File: src/rtl/alu_operand_issue.sv
// RV64I issue stage: decodes one instruction bundle into ALU op/operands behind a
// registered valid/ready handshake, with an optional 1-entry skid buffer.
module alu_operand_issue #(
  parameter int XLEN    = 64,
  parameter bit SKID_EN = 1'b1
) (
  input  logic            clk,
  input  logic            rst,
  input  logic            in_valid,
  output logic            in_ready,
  input  logic [31:0]     in_instr,
  input  logic [XLEN-1:0] in_pc,
  input  logic [XLEN-1:0] in_rs1,
  input  logic [XLEN-1:0] in_rs2,
  output logic            out_valid,
  input  logic            out_ready,
  output logic [3:0]      out_alu_op,
  output logic [XLEN-1:0] out_a,
  output logic [XLEN-1:0] out_b,
  output logic [4:0]      out_rd,
  output logic            out_illegal
);

  typedef enum logic [3:0] {
    ALU_ADD  = 4'h0, ALU_SUB  = 4'h1, ALU_AND  = 4'h2, ALU_OR   = 4'h3,
    ALU_XOR  = 4'h4, ALU_SLT  = 4'h5, ALU_SLTU = 4'h6, ALU_SLL  = 4'h7,
    ALU_SRL  = 4'h8, ALU_SRA  = 4'h9, ALU_ADDW = 4'hA, ALU_SUBW = 4'hB,
    ALU_SLLW = 4'hC, ALU_SRLW = 4'hD, ALU_SRAW = 4'hE
  } alu_op_e;

  typedef enum logic [6:0] {
    OPC_OP        = 7'b0110011,
    OPC_OP_IMM    = 7'b0010011,
    OPC_OP_32     = 7'b0111011,
    OPC_OP_IMM_32 = 7'b0011011,
    OPC_LUI       = 7'b0110111,
    OPC_AUIPC     = 7'b0010111
  } opcode_e;

  typedef struct packed {
    alu_op_e         op;
    logic [XLEN-1:0] a;
    logic [XLEN-1:0] b;
    logic [4:0]      rd;
    logic            illegal;
  } bundle_t;

  localparam logic [6:0] F7_BASE = 7'b0000000;
  localparam logic [6:0] F7_ALT  = 7'b0100000;

  // Shared f3 map of OP/OP-IMM; alt selects sub/sra on the 000/101 slots.
  function automatic alu_op_e base_op(input logic [2:0] f3, input logic alt);
    case (f3)
      3'b000:  base_op = alt ? ALU_SUB : ALU_ADD;
      3'b001:  base_op = ALU_SLL;
      3'b010:  base_op = ALU_SLT;
      3'b011:  base_op = ALU_SLTU;
      3'b100:  base_op = ALU_XOR;
      3'b101:  base_op = alt ? ALU_SRA : ALU_SRL;
      3'b110:  base_op = ALU_OR;
      default: base_op = ALU_AND;
    endcase
  endfunction

  logic [6:0]      opcode;
  logic [2:0]      f3;
  logic [6:0]      f7;
  logic [XLEN-1:0] imm_i;
  logic [XLEN-1:0] imm_u;
  logic            f7_ok;
  logic            legal;
  bundle_t         dec;

  assign opcode = in_instr[6:0];
  assign f3     = in_instr[14:12];
  assign f7     = in_instr[31:25];
  assign imm_i  = {{(XLEN-12){in_instr[31]}}, in_instr[31:20]};
  assign imm_u  = {{(XLEN-32){in_instr[31]}}, in_instr[31:12], 12'b0};
  // Register-register f7 rule: base always, alt only on add/sub and srl/sra slots.
  assign f7_ok  = (f7 == F7_BASE) || ((f7 == F7_ALT) && (f3 == 3'b000 || f3 == 3'b101));

  // NOTE: every signal written here gets a default first, so no path can infer a latch.
  always_comb begin
    dec    = '0;
    dec.rd = in_instr[11:7];
    legal  = 1'b1;
    case (opcode)
      OPC_OP: begin
        dec.a  = in_rs1;
        dec.b  = in_rs2;
        dec.op = base_op(f3, f7 == F7_ALT);
        legal  = f7_ok;
      end
      OPC_OP_IMM: begin
        dec.a  = in_rs1;
        dec.b  = imm_i;
        dec.op = base_op(f3, 1'b0);
        if (f3 == 3'b001 || f3 == 3'b101) begin
          dec.b  = {{(XLEN-6){1'b0}}, in_instr[25:20]};
          dec.op = base_op(f3, in_instr[31:26] == 6'b010000);
          legal  = (in_instr[31:26] == 6'b000000) ||
                   (f3 == 3'b101 && in_instr[31:26] == 6'b010000);
        end
      end
      OPC_OP_32: begin
        dec.a = in_rs1;
        dec.b = in_rs2;
        case (f3)
          3'b000: begin dec.op = (f7 == F7_ALT) ? ALU_SUBW : ALU_ADDW; legal = f7_ok; end
          3'b001: begin dec.op = ALU_SLLW; legal = (f7 == F7_BASE); end
          3'b101: begin dec.op = (f7 == F7_ALT) ? ALU_SRAW : ALU_SRLW; legal = f7_ok; end
          default: legal = 1'b0;
        endcase
      end
      OPC_OP_IMM_32: begin
        dec.a = in_rs1;
        dec.b = {{(XLEN-5){1'b0}}, in_instr[24:20]};
        case (f3)
          3'b000: begin dec.op = ALU_ADDW; dec.b = imm_i; end
          3'b001: begin dec.op = ALU_SLLW; legal = (f7 == F7_BASE); end
          3'b101: begin dec.op = (f7 == F7_ALT) ? ALU_SRAW : ALU_SRLW; legal = f7_ok; end
          default: legal = 1'b0;
        endcase
      end
      OPC_LUI: begin
        dec.op = ALU_ADD;
        dec.b  = imm_u;
      end
      OPC_AUIPC: begin
        dec.op = ALU_ADD;
        dec.a  = in_pc;
        dec.b  = imm_u;
      end
      default: legal = 1'b0;
    endcase
    if (!legal) begin
      dec.op = ALU_ADD;
      dec.a  = '0;
      dec.b  = '0;
    end
    dec.illegal = !legal;
  end

  bundle_t out_q;
  bundle_t skid_q;
  logic    skid_full;
  logic    in_ready_q;
  logic    out_free;
  logic    accept;

  assign out_free = !out_valid || out_ready;
  // With SKID_EN=0 an accept only happens when the output is free, so the skid never fills.
  assign in_ready = SKID_EN ? in_ready_q : (!rst && out_free);
  assign accept   = in_valid && in_ready;

  // NOTE: sequential state uses non-blocking assignments so every flop samples pre-edge values.
  always_ff @(posedge clk) begin
    if (rst) begin
      out_valid  <= 1'b0;
      out_q      <= '0;
      skid_full  <= 1'b0;
      skid_q     <= '0;
      in_ready_q <= 1'b0;
    end else begin
      if (out_free) begin
        if (skid_full) begin
          out_q     <= skid_q;
          out_valid <= 1'b1;
          skid_full <= 1'b0;
        end else if (accept) begin
          out_q     <= dec;
          out_valid <= 1'b1;
        end else begin
          out_valid <= 1'b0;
        end
      end else if (accept) begin
        skid_q    <= dec;
        skid_full <= 1'b1;
      end
      in_ready_q <= out_free || !(skid_full || accept);
    end
  end

  assign out_alu_op  = out_q.op;
  assign out_a       = out_q.a;
  assign out_b       = out_q.b;
  assign out_rd      = out_q.rd;
  assign out_illegal = out_q.illegal;

endmodule

File: config.mk
export PLATFORM = sky130hd
export DESIGN_NAME = alu_operand_issue
export DESIGN_NICKNAME = d
export VERILOG_FILES = /design/src/rtl/alu_operand_issue.sv
export SDC_FILE = /design/constraint.sdc
export NUM_CORES = 1
export LEC_CHECK = 0
export BUFFER_PORTS_ARGS = -buffer_cell sky130_fd_sc_hd__buf_2
export CAP_MARGIN = 10
export CORE_ASPECT_RATIO = 2
export CORE_MARGIN = 5
export CORE_UTILIZATION = 40
export CTS_CLUSTER_DIAMETER = 150
export CTS_CLUSTER_SIZE = 40
export DETAILED_ROUTE_END_ITERATION = 7
export GPL_TIMING_DRIVEN = 0
export SYNTH_ARGS = -nofsm -noshare
export SYNTH_HDL_FRONTEND = slang
export SYNTH_SLANG_ARGS = --single-unit
File: constraint.sdc
create_clock -name clk -period 2.5 [get_ports clk]
set_clock_uncertainty 0.2 [all_clocks]
set_input_delay 0.25 -clock clk [delete_from_list [all_inputs] [get_ports clk]]
set_output_delay 0.25 -clock clk [all_outputs]
set_load 0.005 [all_outputs]
Word-level counts from Yosys, hierarchy flattened
Index checks and enable logic that the tools add are counted.
{ "word_totals": {"ff_bits": 279, "latch_bits": 0, "mem_bits_rw": 0, "mem_bits_ro": 0, "input_bits": 228, "out_inout_bits": 140, "word_cells": 78, "mem_count": 0} }
{ "classes": {"n_addsub": 0, "n_mul": 0, "n_div": 0, "n_lt_le_gt_ge": 0, "eq_ne": 14, "shift": 0, "mux": 26, "bitwise_logic": 1, "n_reduce_logical": 24} }
{ "op_table": {"columns": ["op", "n"], "rows": [
  ["138-bit 2-to-1 mux", 2],
  ["64-bit one-hot mux with 4 select lines", 1],
  ["132-bit 2-to-1 mux", 1],
  ["64-bit 2-to-1 mux", 2],
  ["64-bit one-hot mux with 2 select lines", 1],
  ["4-bit one-hot mux with 7 select lines", 3],
  ["7-bit by 6-bit == test with 1-bit output, second input constant", 4],
  ["4-bit one-hot mux with 3 select lines", 2],
  ["7-bit by 5-bit == test with 1-bit output, second input constant", 3],
  ["4-bit one-hot mux with 4 select lines", 1],
  ["3-bit == test, second input constant", 3],
  ["1-bit 2-to-1 mux", 8],
  ["2-bit OR reduction", 4],
  ["7-bit zero test", 1],
  ["1-bit logical OR", 7],
  ["3-bit by 2-bit == test with 1-bit output, second input constant", 2],
  ["6-bit by 5-bit == test with 1-bit output, second input constant", 1],
  ["6-bit zero test", 1],
  ["1-bit one-hot mux with 5 select lines", 1],
  ["4-bit 2-to-1 mux", 1],
  ["2-bit AND reduction", 2],
  ["4-bit OR reduction", 1],
  ["3-bit by 1-bit == test with 1-bit output, second input constant", 1],
  ["1-bit logical AND", 3],
  ["7 further kinds", 9]
]} }

Logic depth before layout (Yosys ltp)
{ "logic_depth": {"depth_word": 9, "depth_mapped": 9, "mapped_depth_nobuf": 5} }

Worst setup path after synthesis
Ideal clock, no wire load.
{ "synth_path": {"path_kind": "in2reg", "from": "input port in_instr[31]", "to": "register out_q (netlist bit out_b[28])", "setup_time_ps": 71, "arrival_time_ps": 1803, "required_time_ps": 2229, "setup_slack_ps": 426, "path_stages": 8, "path_buffers": 3, "cell_sequence": "buf_2 > nor3_1 > nor4b_2 > a32oi_1 > a21boi_2 > buf_4 > buf_6 > o2bb2ai_1"} }
{ "synth_via": {"elab_chain_cells": 8} }
{ "synth_rtl": {"columns": ["item", "line", "text"], "rows": [
  ["start: declaration", "11", "input logic [31:0] in_instr,"],
  ["7-bit by 6-bit == test with 1-bit output or 6-bit by 5-bit == test with 1-bit output (tied branches)", "80, 102", null],
  ["1-bit logical AND (on tied branches)", "80, 102", null],
  ["1-bit logical OR (on tied branches)", "80, 101", null],
  ["1-bit one-hot mux with 3 select lines, or another cell as far along", "118", "case (f3)"],
  ["1-bit one-hot mux with 5 select lines", "87", "case (opcode)"],
  ["132-bit 2-to-1 mux *", "136", "if (!legal) begin"],
  ["138-bit 2-to-1 mux *", "170", "end else if (accept) begin"],
  ["138-bit 2-to-1 mux *", "166", "if (skid_full) begin"],
  ["end signal: assignment", "167", "out_q <= skid_q;"],
  ["end: declaration", "144", "bundle_t out_q;"]
]} }
Mark *: on every way between the ends. The rest lies on a longest branch, timed or not. The select of a mux whose other input is x is not followed.
A chain may end at the register's enable or synchronous reset.

Worst setup path in the final report
{ "layout_path": {"from": "register out_valid", "to": "register out_q (netlist bit out_b[26])"} }
{ "layout_via": {"elab_chain_cells": 3} }
{ "layout_rtl": {"columns": ["item", "line", "text"], "rows": [
  ["start: declaration", "15", "output logic out_valid,"],
  ["start signal: assignment", "159", "out_valid <= 1'b0;"],
  ["start signal: assignment", "168", "out_valid <= 1'b1;"],
  ["start signal: assignment", "172", "out_valid <= 1'b1;"],
  ["1-bit zero test", "151", "assign out_free = !out_valid || out_ready;"],
  ["1-bit logical OR", "151", null],
  ["2-bit AND reduction (no source line)", null, null]
]} }
No other way between the ends.

==> flow_metrics.tcl <==
set metrics [dict create \
    status "complete, but fails checks" \
    violations "hold timing" \
    clockBufferDepth 3 \
    synth_cell_types 57 \
    routed_wirelength_mm 47.37 \
    syn_avg_cell_area_um2 8.921 \
    grt_overflow 0 \
    clock_sinks 279 \
    antenna_left 0 \
    vias 13210 \
    clock.fmax_mhz 427.5 \
    grt_use_met3_pct 4.795 \
    cts_tree "done" \
    cp.required_ns 2.73 \
    fp.dieH_um 258.0 \
    cp-end-kind "flop" \
    die_width_um 134.0 \
    grt_use_met1_pct 33.54 \
    drive_gt1_share_pct 23.92 \
    final.min_clock_period_ns 2.339 \
    rsz0062_at_grt "no" \
    critical_path.startpoint_type "flop" \
    powerDensity_mw_per_mm2 466.0 \
    grt_use_total_pct 25.92 \
    synth_edf_count 0 \
    die-area_mm2 0.03457 \
    r2r_end "out_b[26]$_SDFFE_PP0P_" \
    avgRoutedWirePerCell_um 20.83 \
    syn-num-nets 1607 \
    syn-cell-area_mm2 0.01230 \
    grtUsageMet2_pct 44.23 \
    async_flop_share_pct 0 \
    antenna_found_initial 0 \
    cts_made_buffers 10 \
    drc 0 \
    hold_ws_ns -0.001243 \
    slew_headroom_pct 45.42 \
    path_clk_slew_ns 0.14 \
    gp_routability_congestion 0.8681 \
    drtIter0Drc 974 \
    final_cell_area_mm2 0.01642 \
    place_hpwl_mm 34.28 \
    cts_setup_buffers 0 \
    n_antenna_cell 0 \
    period_share_pct 93.58 \
    place_area_mm2 0.01460 \
    grt_pass1_wl_mm 72.37 \
    area_growth_pct 33.48 \
    clkLatencyLatePin_ns 0.51 \
    final-setup-viol-count 0 \
    reg2reg_from "out_valid$_SDFFE_PP0P_" \
    grt_max_degree 41 \
    hold_depth 4 \
    start_util_pct 40.17 \
    ios 368 \
    ys_seq_area_share_pct 45.40 \
    io_buffers 364 \
    r2r_cells 8 \
    netlist_instances 1379 \
    grt-busiest-layer "met2" \
    synth_seq_cells 279 \
    ys.flop_type "dfxtp_1" \
    drv_slew 0 \
    hold_viol_final 1 \
    first_global_vias 13040 \
    num_rows 91 \
    irDropWorstVdd_uv 427.6 \
    ys_warn_count 0 \
    worst_slew_pin_slew_ns 0.8059 \
    leakagePower_uw 0.006935 \
    min-delay-start "in_rs1[8]" \
    cap_viol_max_count 0 \
    cp_max_fo 10 \
    viasPerCell 5.807 \
    firstDrtPassIters 5 \
    min_to "out_a[8]$_SDFFE_PP0P_" \
    path_class "flop to flop" \
    min_path_type "input pin to flop" \
    finalNetCount 2130 \
    ff2ff_setup_slack_ns 0.16 \
    arrival_ns 2.57 \
    fin_setup_tns_ns 0 \
    root_buffer "clkbuf_16" \
    coreArea_mm2 0.03063 \
    cts_max_level 1 \
]
[per-stage QoR]
step	instances	worst slack [ns]	util [%]	total power [uW]	hold WS [ns]
2_1_floorplan	1379	0.4263	-	4954	0.1860
3_3_place_gp	2115	-1.097	47.63	5359	0.2264
3_5_place_dp	2116	-0.8430	47.66	5371	0.2367
4_1_cts	2275	0.0004068	53.51	7690	0.0003347
5_1_grt	2274	0.01938	53.61	7916	0.01502
6_report	2274	0.1606	53.61	7652	-0.001243
[cell usage in the layout (no fill, tap or decap), types with 3 or more instances in the layout]
master	netlist	routed
dfxtp_1	279	278
o21ai_1	28	27
a22oi_1	116	116
a211oi_1	6	6
o21ai_0	17	17
nand2b_1	3	3
nor2b_1	3	3
a21oi_1	161	161
a22o_1	95	95
nor3_1	10	9
inv_1	3	3
buf_6	7	7
o31ai_1	33	33
buf_2	19	383
clkbuf_1	120	92
clkbuf_2	0	27
buf_4	8	9
dlygate4sd3_1	0	148
o2bb2ai_1	94	94
or3_1	34	34
nor2_1	122	120
a32oi_1	7	7
mux2i_1	11	11
clkbuf_16	0	11
and3_1	99	99
nand2_1	56	56
nand3_1	4	4
o22ai_1	4	4
[where the power goes]
group          total, uW  switching [uW]  internal (uW)
clock network       2180            1380            805
registers           4520            24.8           4490
logic                953             520            433
[critical path: stages (launching register included)]
cell and delay, ns:
dfxtp_1 0.35, nand2b_1 0.31, nand2b_1 0.09, buf_2 0.20, nor2_1 0.19, a21boi_4 0.32, buf_4 0.29, buf_6 0.18
o2bb2ai_1 0.12
[per-layer routing]
layer / share of wire, % / wire (um) / vias up
met5: 0 / 0 / -
li1: - / - / 6213
met2: 48 / 22800 / 587
met3: 7.9 / 3746 / 71
met4: 2.4 / 1156 / 0
met1: 42 / 19670 / 6334
[state kept, by name, summed over array words and instances (netlist names)]
signal and count:
in_ready 1, out_a 64, out_alu_op 4, out_b 64, out_illegal 1, out_rd 5
out_valid 1, skid_full 1, skid_q 138
[cell families after synthesis]
family / count (synthesis) / synth area share, %
compound gates: 578 / 33.41
simple gates: 347 / 14.30
flops: 279 / 45.40
buf+inv: 161 / 5.777
mux: 11 / 0.8951
xor+xnor: 3 / 0.2136
[worst max-delay path by stage]
stage / from / endpoint / depth (start not counted)
3_3_place_gp: in_instr[1] / skid_q[73]$_SDFFE_PP0P_ / 8
3_5_place_dp: in_instr[2] / out_b[59]$_SDFFE_PP0P_ / 7
2_1_floorplan: in_instr[31] / out_b[28]$_SDFFE_PP0P_ / 8
6_report: out_valid$_SDFFE_PP0P_ / out_b[26]$_SDFFE_PP0P_ / 8
5_1_grt: out_valid$_SDFFE_PP0P_ / out_b[23]$_SDFFE_PP0P_ / 8
4_1_cts: out_valid$_SDFFE_PP0P_ / skid_q[66]$_SDFFE_PP0P_ / 7
[cell usage after synthesis (8+ instances only)]
cell       count  area, um2
dfxtp_1      279       5585
a21oi_1      161      805.8
nor2_1       122      457.9
clkbuf_1     120      450.4
a22oi_1      116      870.8
and3_1        99      619.3
a22o_1        95      832.1
o2bb2ai_1     94      823.3
nand2_1       56      210.2
or3_1         34      212.7
o31ai_1       33      247.7
o21ai_1       28      140.1
buf_2         19      95.09
o21ai_0       17      85.08
mux2i_1       11      110.1
nor3_1        10      50.05
buf_4          8      60.06
[layout make-up]
class,instances,area [um2]
plain buffers,155,725.7
repair buffers,513,3311
inverters,4,15.01
well taps,372,465.4
fillers,2886,14210
multi-input cells,939,6038
flip-flops and latches,279,5587
clock buffers,12,279.0
[what timing repair did]
action,4_1_cts,5_1_grt
cloned,0,0
hold buffers,148,0
setup endpoints to repair,217,171
endpoints found under the hold margin,182,0
gates resized for setup,17,36
Power figures use the tool's default switching activity.
